`src/rtl/bloom_cmd_initiator.sv`:
```
// Initiator for the bloom filter start/done interface: takes one command at a time,
// drives the filter pins, and returns a registered response with timeout and saturating stats.
module bloom_cmd_initiator #(
  parameter int KEY_W   = 32,
  parameter int TIMEOUT = 8,
  parameter int CNT_W   = 16
) (
  input  logic             clk,
  input  logic             rst,
  input  logic             cmd_valid,
  output logic             cmd_ready,
  input  logic             cmd_op,
  input  logic             cmd_clear,
  input  logic [KEY_W-1:0] cmd_key,
  output logic             rsp_valid,
  input  logic             rsp_ready,
  output logic             rsp_op,
  output logic             rsp_clear,
  output logic [KEY_W-1:0] rsp_key,
  output logic             rsp_hit,
  output logic             rsp_err,
  output logic             bf_start,
  output logic             bf_op_insert,
  output logic             bf_clear_all,
  output logic [KEY_W-1:0] bf_key,
  input  logic             bf_busy,
  input  logic             bf_done,
  input  logic             bf_hit,
  input  logic             stat_clr,
  output logic [CNT_W-1:0] stat_inserts,
  output logic [CNT_W-1:0] stat_queries,
  output logic [CNT_W-1:0] stat_hits,
  output logic [CNT_W-1:0] stat_timeouts
);

  localparam logic [2:0] ST_IDLE  = 3'd0;
  localparam logic [2:0] ST_ISSUE = 3'd1;
  localparam logic [2:0] ST_WAIT  = 3'd2;
  localparam logic [2:0] ST_CLEAR = 3'd3;
  localparam logic [2:0] ST_RESP  = 3'd4;

  localparam int TMR_W = $clog2(TIMEOUT);
  localparam logic [TMR_W-1:0] TMR_LAST = TMR_W'(TIMEOUT - 1);

  logic [2:0]       state_r;
  logic [2:0]       state_nxt_s;
  logic             op_r;
  logic [KEY_W-1:0] key_r;
  logic [TMR_W-1:0] timer_r;
  logic             cmd_ready_r;
  logic             clear_all_r;
  logic             rsp_valid_r;
  logic             rsp_op_r;
  logic             rsp_clear_r;
  logic [KEY_W-1:0] rsp_key_r;
  logic             rsp_hit_r;
  logic             rsp_err_r;
  logic [CNT_W-1:0] inserts_r;
  logic [CNT_W-1:0] queries_r;
  logic [CNT_W-1:0] hits_r;
  logic [CNT_W-1:0] timeouts_r;
  logic             accept_s;
  logic             start_s;
  logic             wait_exit_s;
  logic             drive_s;

  function automatic logic [CNT_W-1:0] sat_inc(input logic [CNT_W-1:0] v);
    return (&v) ? v : v + CNT_W'(1);
  endfunction

  assign accept_s    = (state_r == ST_IDLE) && cmd_ready_r && cmd_valid;
  assign start_s     = (state_r == ST_ISSUE) && !bf_busy && !bf_done;
  assign wait_exit_s = (state_r == ST_WAIT) && (bf_done || (timer_r == TMR_LAST));
  assign drive_s     = (state_r == ST_ISSUE) || (state_r == ST_WAIT);

  // Next-state decode for the command FSM.
  always_comb begin
    state_nxt_s = state_r;
    case (state_r)
      ST_IDLE:  state_nxt_s = accept_s ? (cmd_clear ? ST_CLEAR : ST_ISSUE) : ST_IDLE;
      ST_ISSUE: state_nxt_s = start_s ? ST_WAIT : ST_ISSUE;
      ST_WAIT:  state_nxt_s = wait_exit_s ? ST_RESP : ST_WAIT;
      ST_CLEAR: state_nxt_s = ST_RESP;
      ST_RESP:  state_nxt_s = rsp_ready ? ST_IDLE : ST_RESP;
      default:  state_nxt_s = ST_IDLE;
    endcase
  end

  // FSM state, command latch, wait timer and the registered response.
  always_ff @(posedge clk) begin
    if (rst) begin
      state_r     <= ST_IDLE;
      op_r        <= 1'b0;
      key_r       <= {KEY_W{1'b0}};
      timer_r     <= {TMR_W{1'b0}};
      cmd_ready_r <= 1'b0;
      clear_all_r <= 1'b0;
      rsp_valid_r <= 1'b0;
      rsp_op_r    <= 1'b0;
      rsp_clear_r <= 1'b0;
      rsp_key_r   <= {KEY_W{1'b0}};
      rsp_hit_r   <= 1'b0;
      rsp_err_r   <= 1'b0;
    end else begin
      state_r     <= state_nxt_s;
      cmd_ready_r <= (state_nxt_s == ST_IDLE);
      clear_all_r <= (state_nxt_s == ST_CLEAR);
      if (accept_s) begin
        op_r  <= cmd_op;
        key_r <= cmd_key;
      end
      if (start_s) begin
        timer_r <= {TMR_W{1'b0}};
      end else if (state_r == ST_WAIT) begin
        timer_r <= timer_r + TMR_W'(1);
      end
      // A done on the expiry cycle still wins over the timeout.
      if (wait_exit_s) begin
        rsp_valid_r <= 1'b1;
        rsp_op_r    <= op_r;
        rsp_clear_r <= 1'b0;
        rsp_key_r   <= key_r;
        rsp_hit_r   <= bf_done & bf_hit & ~op_r;
        rsp_err_r   <= ~bf_done;
      end else if (state_r == ST_CLEAR) begin
        rsp_valid_r <= 1'b1;
        rsp_op_r    <= op_r;
        rsp_clear_r <= 1'b1;
        rsp_key_r   <= key_r;
        rsp_hit_r   <= 1'b0;
        rsp_err_r   <= 1'b0;
      end else if ((state_r == ST_RESP) && rsp_ready) begin
        rsp_valid_r <= 1'b0;
      end
    end
  end

  // Saturating statistics; stat_clr takes priority over any increment.
  always_ff @(posedge clk) begin
    if (rst || stat_clr) begin
      inserts_r  <= {CNT_W{1'b0}};
      queries_r  <= {CNT_W{1'b0}};
      hits_r     <= {CNT_W{1'b0}};
      timeouts_r <= {CNT_W{1'b0}};
    end else if (wait_exit_s) begin
      if (!bf_done) begin
        timeouts_r <= sat_inc(timeouts_r);
      end else if (op_r) begin
        inserts_r <= sat_inc(inserts_r);
      end else begin
        queries_r <= sat_inc(queries_r);
        if (bf_hit) begin
          hits_r <= sat_inc(hits_r);
        end
      end
    end
  end

  assign cmd_ready     = cmd_ready_r;
  assign rsp_valid     = rsp_valid_r;
  assign rsp_op        = rsp_op_r;
  assign rsp_clear     = rsp_clear_r;
  assign rsp_key       = rsp_key_r;
  assign rsp_hit       = rsp_hit_r;
  assign rsp_err       = rsp_err_r;
  assign bf_start      = start_s;
  assign bf_clear_all  = clear_all_r;
  assign bf_op_insert  = drive_s ? op_r : 1'b0;
  assign bf_key        = drive_s ? key_r : {KEY_W{1'b0}};
  assign stat_inserts  = inserts_r;
  assign stat_queries  = queries_r;
  assign stat_hits     = hits_r;
  assign stat_timeouts = timeouts_r;

endmodule

```
`config.mk`:
```
export PLATFORM = sky130hd
export DESIGN_NAME = bloom_cmd_initiator
export DESIGN_NICKNAME = d
export VERILOG_FILES = /design/src/rtl/bloom_cmd_initiator.sv
export SDC_FILE = /design/constraint.sdc
export NUM_CORES = 1
export LEC_CHECK = 0
export ABC_AREA = 1
export BUFFER_PORTS_ARGS = -buffer_cell sky130_fd_sc_hd__buf_2
export CORE_AREA = 2 2 153 155
export DETAILED_ROUTE_END_ITERATION = 10
export DIE_AREA = 0 0 155 157
export GPL_TIMING_DRIVEN = 0
export HOLD_SLACK_MARGIN = 0.12
export PLACE_DENSITY = 0.58
export SYNTH_ARGS = -nofsm -noshare
export SYNTH_HDL_FRONTEND = slang
export SYNTH_SLANG_ARGS = --single-unit
```
`constraint.sdc`:
```
create_clock -name clk -period 2.3 [get_ports clk]
set_input_delay 0.345 -clock clk [delete_from_list [all_inputs] [get_ports clk]]
set_output_delay 0.345 -clock clk [all_outputs]
set_load 0.01 [all_outputs]
```
==> flow_summary_export.csv, run 1 <==
group,metric,value,unit
final_layout,multi_input_area,3310,µm²
global_route,grt_max_degree,17,
sta,fin_setup_tns,0,ns
sta,fmax,461,MHz
place,gp_congestion,0.843,
floorplan,dieArea,24300,µm²
clock_network,clockRootBuffer,"clkbuf_16",
global_route,track_usage,0.165,
clock_network,path_clk_slew,0.06,ns
floorplan,num_rows,55,
route,antenna_left,0,
synthesis,synth_cells,974,
clock_network,numCtsBuffers,17,
route,dr.pass1.iters,4,
setup_path,cp_max_fo,10,
place,preCtsSetupSlack,0.343,ns
global_route,grt_pass1_wl,31.9,mm
synthesis,ys_seq_area_frac,0.424,
sta,tightestPinTransition,0.646,ns
floorplan,die_x,155,µm
sta,max-slew-margin-rel,0.570,
setup_path,worstPathArrival,1.82,ns
run,drv_cap,0,
final_layout,layout_common_cells,"nand2_1, buf_2, dfxtp_1",
setup_path,crit_path_start_kind,"flop",
synthesis,ys_types,33,
synthesis,synth_nets,1022,
synthesis,ys_ff_latch,142,
final_layout,nFillCells,2395,
route,vias,6839,
clock_network,cts_tree,"yes",
sta,finalCriticalPeriod,2.17,ns
final_layout,nNetsFinal,1220,
route,wl,20.5,mm
global_route,grt-ovfl-total,0,
sta,hold_violations,0,
floorplan,coreArea,22500,µm²
setup_path,endpoint_kind,"primary output",
final_layout,regArea,2840,µm²
final_layout,layout-drive-gt1-share,0.220,
global_route,grt_antenna_before_repair,2,
place,io_buffers,177,
power,peakVddDrop,0.400,mV
clock_network,htree_levels,4,
sta,finalSetupViolCount,0,
sta,grt_setup_unrepaired,"false",
final_layout,final_common_cell,"nand2_1",
sta,period_share,0.943,
route,via_per_inst,4.65,
place,dp_hpwl,15.2,mm
route,drc,0,
synthesis,syn-cell-area,6700,µm²
worst_hold_path,hold_path_class,"in -> reg",
synthesis,syn_avg_cell_area,6.88,µm²
floorplan,fp.dieH,157,µm
floorplan,initial_utilization,0.298,
power,leakagePower,0.00356,µW
final_layout,area_delta_synth_final,27.3,%
run_status,outcome,"complete, no violations",
floorplan,io_pins,179,
global_route,grt_pass1_vias,6182,
route,drt_iter0_drc,348,
clock_network,ctsLongestPathBuffers,2,
synthesis,yosys_warnings,0,
setup_path,critical_path_required,1.96,ns
sta,fin_ws,0.131,ns
setup_path,path_class,"reg -> out",
route,post_drt_wl_per_cell,14.0,µm
sta,slew_viol_final,0,
power,pwr_density_cell,686,nW/µm²
sta,clock_skew,0.0127,ns
clock_network,insertion_delay,0.42,ns
clock_network,cts_sinks,142,
[final timing paths]
| kind | from | end | slack [ns] | cells past startpoint |
|---|---|---|---|---|
| min | cmd_key[14] | key_r[14] | 0.19 | 3 |
| max reg2reg | stat_inserts[1] | stat_inserts[9] | 0.34 | 9 |
| min reg2reg | timer_r[1] | timer_r[1] | 0.47 | 2 |
| max | state_r[2] | bf_key[28] | 0.13 | 8 |
[worst max-delay path, cell delays in order (launching register included)]
cell	delay, ns
dfxtp_1	0.35
inv_1	0.11
nand3_4	0.11
inv_4	0.07
or2_2	0.31
inv_4	0.11
buf_6	0.15
nor2_1	0.07
buf_2	0.14
[power by group]
group,total [µW],switching [µW],internal [µW]
Clock,2610,1100,1510
Sequential,2630,45.4,2580
Combinational,614,409,205
[per-layer routing]
| layer | vias to the layer above | track usage | routed length, µm |
|---|---|---|---|
| met4 | 2 | 0.0498 | 230 |
| met1 | 3076 | 0.208 | 9560 |
| met5 | - | 0 | 13 |
| li1 | 3553 | - | - |
| met3 | 21 | 0.0542 | 1450 |
| met2 | 187 | 0.270 | 9280 |
[flip-flops by register name, summed over array words and instances (netlist names), 3 cells and up]
register,flops
stat_queries,16
stat_hits,16
stat_inserts,16
stat_timeouts,16
state_r,3
key_r,32
rsp_key,32
timer_r,3
[Yosys cell counts (all sizes together)]
cell | number | area [µm²]
nand3 | 38 | 203
nand2 | 250 | 956
inv | 91 | 344
buf | 21 | 138
dfxtp | 142 | 2840
xor2 | 13 | 114
a31oi | 1 | 6.26
nor2 | 136 | 538
or2 | 1 | 6.26
clkbuf | 19 | 71.3
a211oi | 1 | 7.51
o21ai | 87 | 439
xnor2 | 13 | 114
nor3 | 4 | 25.0
ha | 6 | 75.1
nand3b | 5 | 41.3
nand4 | 20 | 131
a21oi | 126 | 646
[per-stage QoR]
stage	utilization	area [µm²]	hold slack [ns]	instances	total power, µW
after global routing	0.379	8530	0.187	1470	6110
after global placement	0.353	7940	0.452	1436	3280
after floorplan	-	6700	0.444	974	3040
final	0.379	8530	0.195	1471	5850
after CTS	0.377	8490	0.173	1468	5910
after detailed placement	0.353	7940	0.465	1436	3280
[cell families (layout without fill, tap and decap cells)]
family	Yosys count	in the layout	synth area share
adders and majority gates	6	6	0.0112
buffers and inverters	131	342	0.0826
other	0	1	0
xor gates and xnor gates	26	26	0.0340
AOI/OAI and AO/OA	215	215	0.164
DFF	142	142	0.424
and+or+nand+nor	454	454	0.284
[what timing repair did]
item	4_1_cts	5_1_grt
hold buffers	0	0
resized for setup	4	6
hold endpoints to repair	0	0
pin swaps	0	1
endpoints found under the setup margin	30	30
buffers inserted	0	2
[final cells by class]
| type | instances | area share |
|---|---|---|
| Antenna cell | 1 | 0.000293 |
| Clock buffer | 22 | 0.0532 |
| Clock inverter | 10 | 0.0106 |
| Tap cell | 285 | 0.0418 |
| Buffer | 40 | 0.0267 |
| Timing Repair Buffer | 179 | 0.106 |
| Sequential cell | 142 | 0.333 |
| Inverter | 91 | 0.0406 |
| Multi-Input combinational cell | 701 | 0.388 |
(Power assumes the default switching activity.)
==> run 2: changes to the inputs <==
==> config.mk (replaced) <==
export PLATFORM = sky130hd
export DESIGN_NAME = bloom_cmd_initiator
export DESIGN_NICKNAME = d
export VERILOG_FILES = /design/src/rtl/bloom_cmd_initiator.sv
export SDC_FILE = /design/constraint.sdc
export NUM_CORES = 1
export LEC_CHECK = 0
export BUFFER_PORTS_ARGS = -buffer_cell sky130_fd_sc_hd__buf_2
export CORE_AREA = 2 2 146 148
export DETAILED_ROUTE_END_ITERATION = 10
export DIE_AREA = 0 0 148 150
export GPL_TIMING_DRIVEN = 0
export HOLD_SLACK_MARGIN = 0.12
export PLACE_DENSITY = 0.59
export SETUP_SLACK_MARGIN = 0.15
export SYNTH_ARGS = -nofsm -noshare
export SYNTH_HDL_FRONTEND = slang
export SYNTH_SLANG_ARGS = --single-unit
==> run 2 against run 1 <==
Net effect: combinational power shrank 38%; synthesized cell count fell by 23%; flip-flop and latch count unchanged; register-to-register slack worse by 0.10 ns; setup slack gained 0.10 ns; clock skew is 0.0041 ns lower; sequential power down 3%; final cell count is 16% lower; critical endpoint is now stat_timeouts[13]; largest cell class unchanged; highest routed layer is now met4.
==> flow_summary_export.csv, run 2 <==
group,metric,value,unit
global_route,grt_antenna_before_repair,1,
synthesis,yosysTopAreaCell,"dfxtp_1",
route,post_drt_wl_per_cell,14.8,µm
power,peakVddDrop,0.445,mV
final_layout,layout-drive-gt1-share,0.259,
place,io_buffers,177,
run,drv_cap,0,
place,dp_hpwl,13.6,mm
power,leakagePower,0.00322,µW
final_layout,final_common_cell,"buf_2",
global_route,grt.met2_usage,0.259,
clock_network,cts_sinks,142,
route,wl,18.3,mm
synthesis,netlist_top_cells_count,"nand2_1, dfxtp_1, a21oi_1",
floorplan,dieArea,22200,µm²
synthesis,yosys.area_share.adder,0.0122,
power,pwr_density_cell,714,nW/µm²
place,gp_congestion,0.832,
sta,tightestPinTransition,0.838,ns
synthesis,synth_compound_area_frac,0.103,
synthesis,synth_top_family_by_area,"simple AND/OR/NAND/NOR gates",
route,drc,0,
route,dr.pass1.iters,5,
synthesis,syn-cell-area,6130,µm²
floorplan,initial_utilization,0.296,
worst_hold_path,hold_path_class,"in -> reg",
setup_path,worstPathArrival,2.36,ns
synthesis,yosys_warnings,0,
synthesis,synth_area_leaders,"dfxtp_1, nand2_1, a21oi_1",
setup_path,r2r_end,"stat_timeouts[13]",
final_layout,nFillCells,2180,
final_layout,area_delta_synth_final,31.9,%
global_route,grt_use_met3,0.0732,
global_route,grt_use_met1,0.210,
worst_hold_path,holdPathEnd,"key_r[18]",
clock_network,htree_levels,4,
final_layout,nNetsFinal,999,
floorplan,die_x,148,µm
synthesis,synth.most_common_cell,"nand2_1",
clock_network,insertion_delay,0.42,ns
synthesis,synth.area.mux_share,0.00490,
synthesis,syn_avg_cell_area,8.15,µm²
route,vias,5872,
global_route,busiest_layer,"met2",
floorplan,fp.dieH,150,µm
synthesis,ys_ff_latch,142,
global_route,grt_pass1_wl,29.0,mm
sta,fin_setup_tns,0,ns
sta,clock_skew,0.00863,ns
synthesis,ys_seq_area_frac,0.463,
floorplan,num_rows,53,
synthesis,synth_nets,801,
clock_network,hold_buffers,0,
sta,finalCriticalPeriod,2.06,ns
sta,max-slew-margin-rel,0.439,
sta,slew_viol_final,0,
run_status,outcome,"complete, no violations",
synthesis,yosys.area_share.simple,0.318,
setup_path,path_class,"reg -> reg",
sta,fmax,484,MHz
synthesis,ys_types,51,
final_layout,finish.utilization,0.391,
global_route,grt-ovfl-total,0,
final_layout,multi_input_area,3210,µm²
worst_hold_path,min_from,"cmd_key[18]",
synthesis,synth_flop_cell,"dfxtp_1",
setup_path,cpMaxStageDelayCell,"or4b_4",
setup_path,endpoint_kind,"flop",
sta,period_share,0.897,
synthesis,synth_cells,753,
setup_path,rr_startpoint,"state_r[2]",
setup_path,worstRegToRegCells,6,
floorplan,coreArea,20700,µm²
global_route,grt_pass1_vias,5371,
clock_network,numCtsBuffers,17,
clock_network,cts_tree,"yes",
synthesis,synth_xor_area_frac,0.0714,
worst_hold_path,holdPathStages,3,
setup_path,path_cells,"buf_2 -> or3b_1 -> or4b_4 -> nor4_2 -> xnor2_1 -> nor2_1",
route,drt_iter0_drc,216,
sta,finalSetupViolCount,0,
global_route,grt_max_degree,17,
setup_path,crit_path_start_kind,"flop",
synthesis,synth_enable_flop_cells,0,
route,antenna_left,0,
floorplan,io_pins,179,
final_layout,diodes,0,
sta,hold_violations,0,
global_route,track_usage,0.165,
setup_path,critical_path_required,2.60,ns
clock_network,ctsLongestPathBuffers,2,
clock_network,clockRootBuffer,"clkbuf_16",
sta,grt_setup_unrepaired,"true",
synthesis,async_flop_share,0,
clock_network,path_clk_slew,0.07,ns
final_layout,regArea,2850,µm²
synthesis,synth_top_area_frac,0.463,
setup_path,cpPeakStageDelay,0.62,ns
route,via_per_inst,4.74,
setup_path,r2r_setup_slack,0.24,ns
setup_path,cp_max_fo,8,
final_layout,layout_common_cells,"buf_2, nand2_1, dfxtp_1",
run 2: how the worst max path moves through the flow:
stage,from,endpoint,slack [ns],cells past startpoint
after floorplan,stat_timeouts[0],stat_timeouts[0],0.26,6
after global placement,rst,stat_queries[0],-0.23,6
after detailed placement,rst,stat_hits[13],-0.20,6
after CTS,state_r[0],bf_key[1],0.01,6
after global routing,state_r[0],bf_key[1],0.13,6
final,state_r[2],stat_timeouts[13],0.24,6
run 2: critical path: cells and delay by family (launching register included):
kind	cells	cell delay, ns
AND/OR/NAND/NOR	4	1.33
buffers and inverters	1	0.17
flip-flops	1	0.29
XOR/XNOR	1	0.16
run 2: cell families (layout without fill, tap and decap cells):
family	after synthesis	count (layout)
fa+ha+maj	6	6
xor+xnor	50	50
buf+inv	41	251
simple gates	398	398
compound gates	113	114
flops	142	142
mux	3	3
run 2: layer usage:
metal	up-vias	routed length, µm
li1	2999	-
met1	2687	8410
met2	179	8110
met3	7	1680
met4	0	108
met5	-	0
run 2: layout make-up:
cell class / instances / area share
multi-input cells: 571 / 0.397
plain buffers: 39 / 0.0221
well taps: 275 / 0.0425
clock inverters: 13 / 0.0192
flip-flops and latches: 142 / 0.352
repair buffers: 178 / 0.110
clock buffers: 19 / 0.0560
inverters: 2 / 0.000928
run 2: stage by stage:
step,area (µm²),total power (µW),instances,setup slack (ns),hold slack (ns)
finish,8090,5780,1239,0.236,0.155
global placement,7360,2970,1205,-0.235,0.439
floorplan,6130,2810,753,0.259,0.441
CTS,7990,5840,1237,0.0117,0.138
global route,8090,6010,1239,0.135,0.146
detailed placement,7360,2970,1205,-0.196,0.445
run 2: power breakdown:
| group | total, µW | internal, µW | leakage [µW] | switching, µW |
|---|---|---|---|---|
| logic | 380 | 131 | 0.00179 | 249 |
| clock network | 2850 | 1680 | 0.000289 | 1170 |
| registers | 2550 | 2510 | 0.00115 | 38.1 |
run 2: what timing repair did:
action	CTS	global route
resized for setup	10	35
setup endpoints to repair	71	121
pin swaps	0	1
buffers inserted	0	1
cloned	0	1
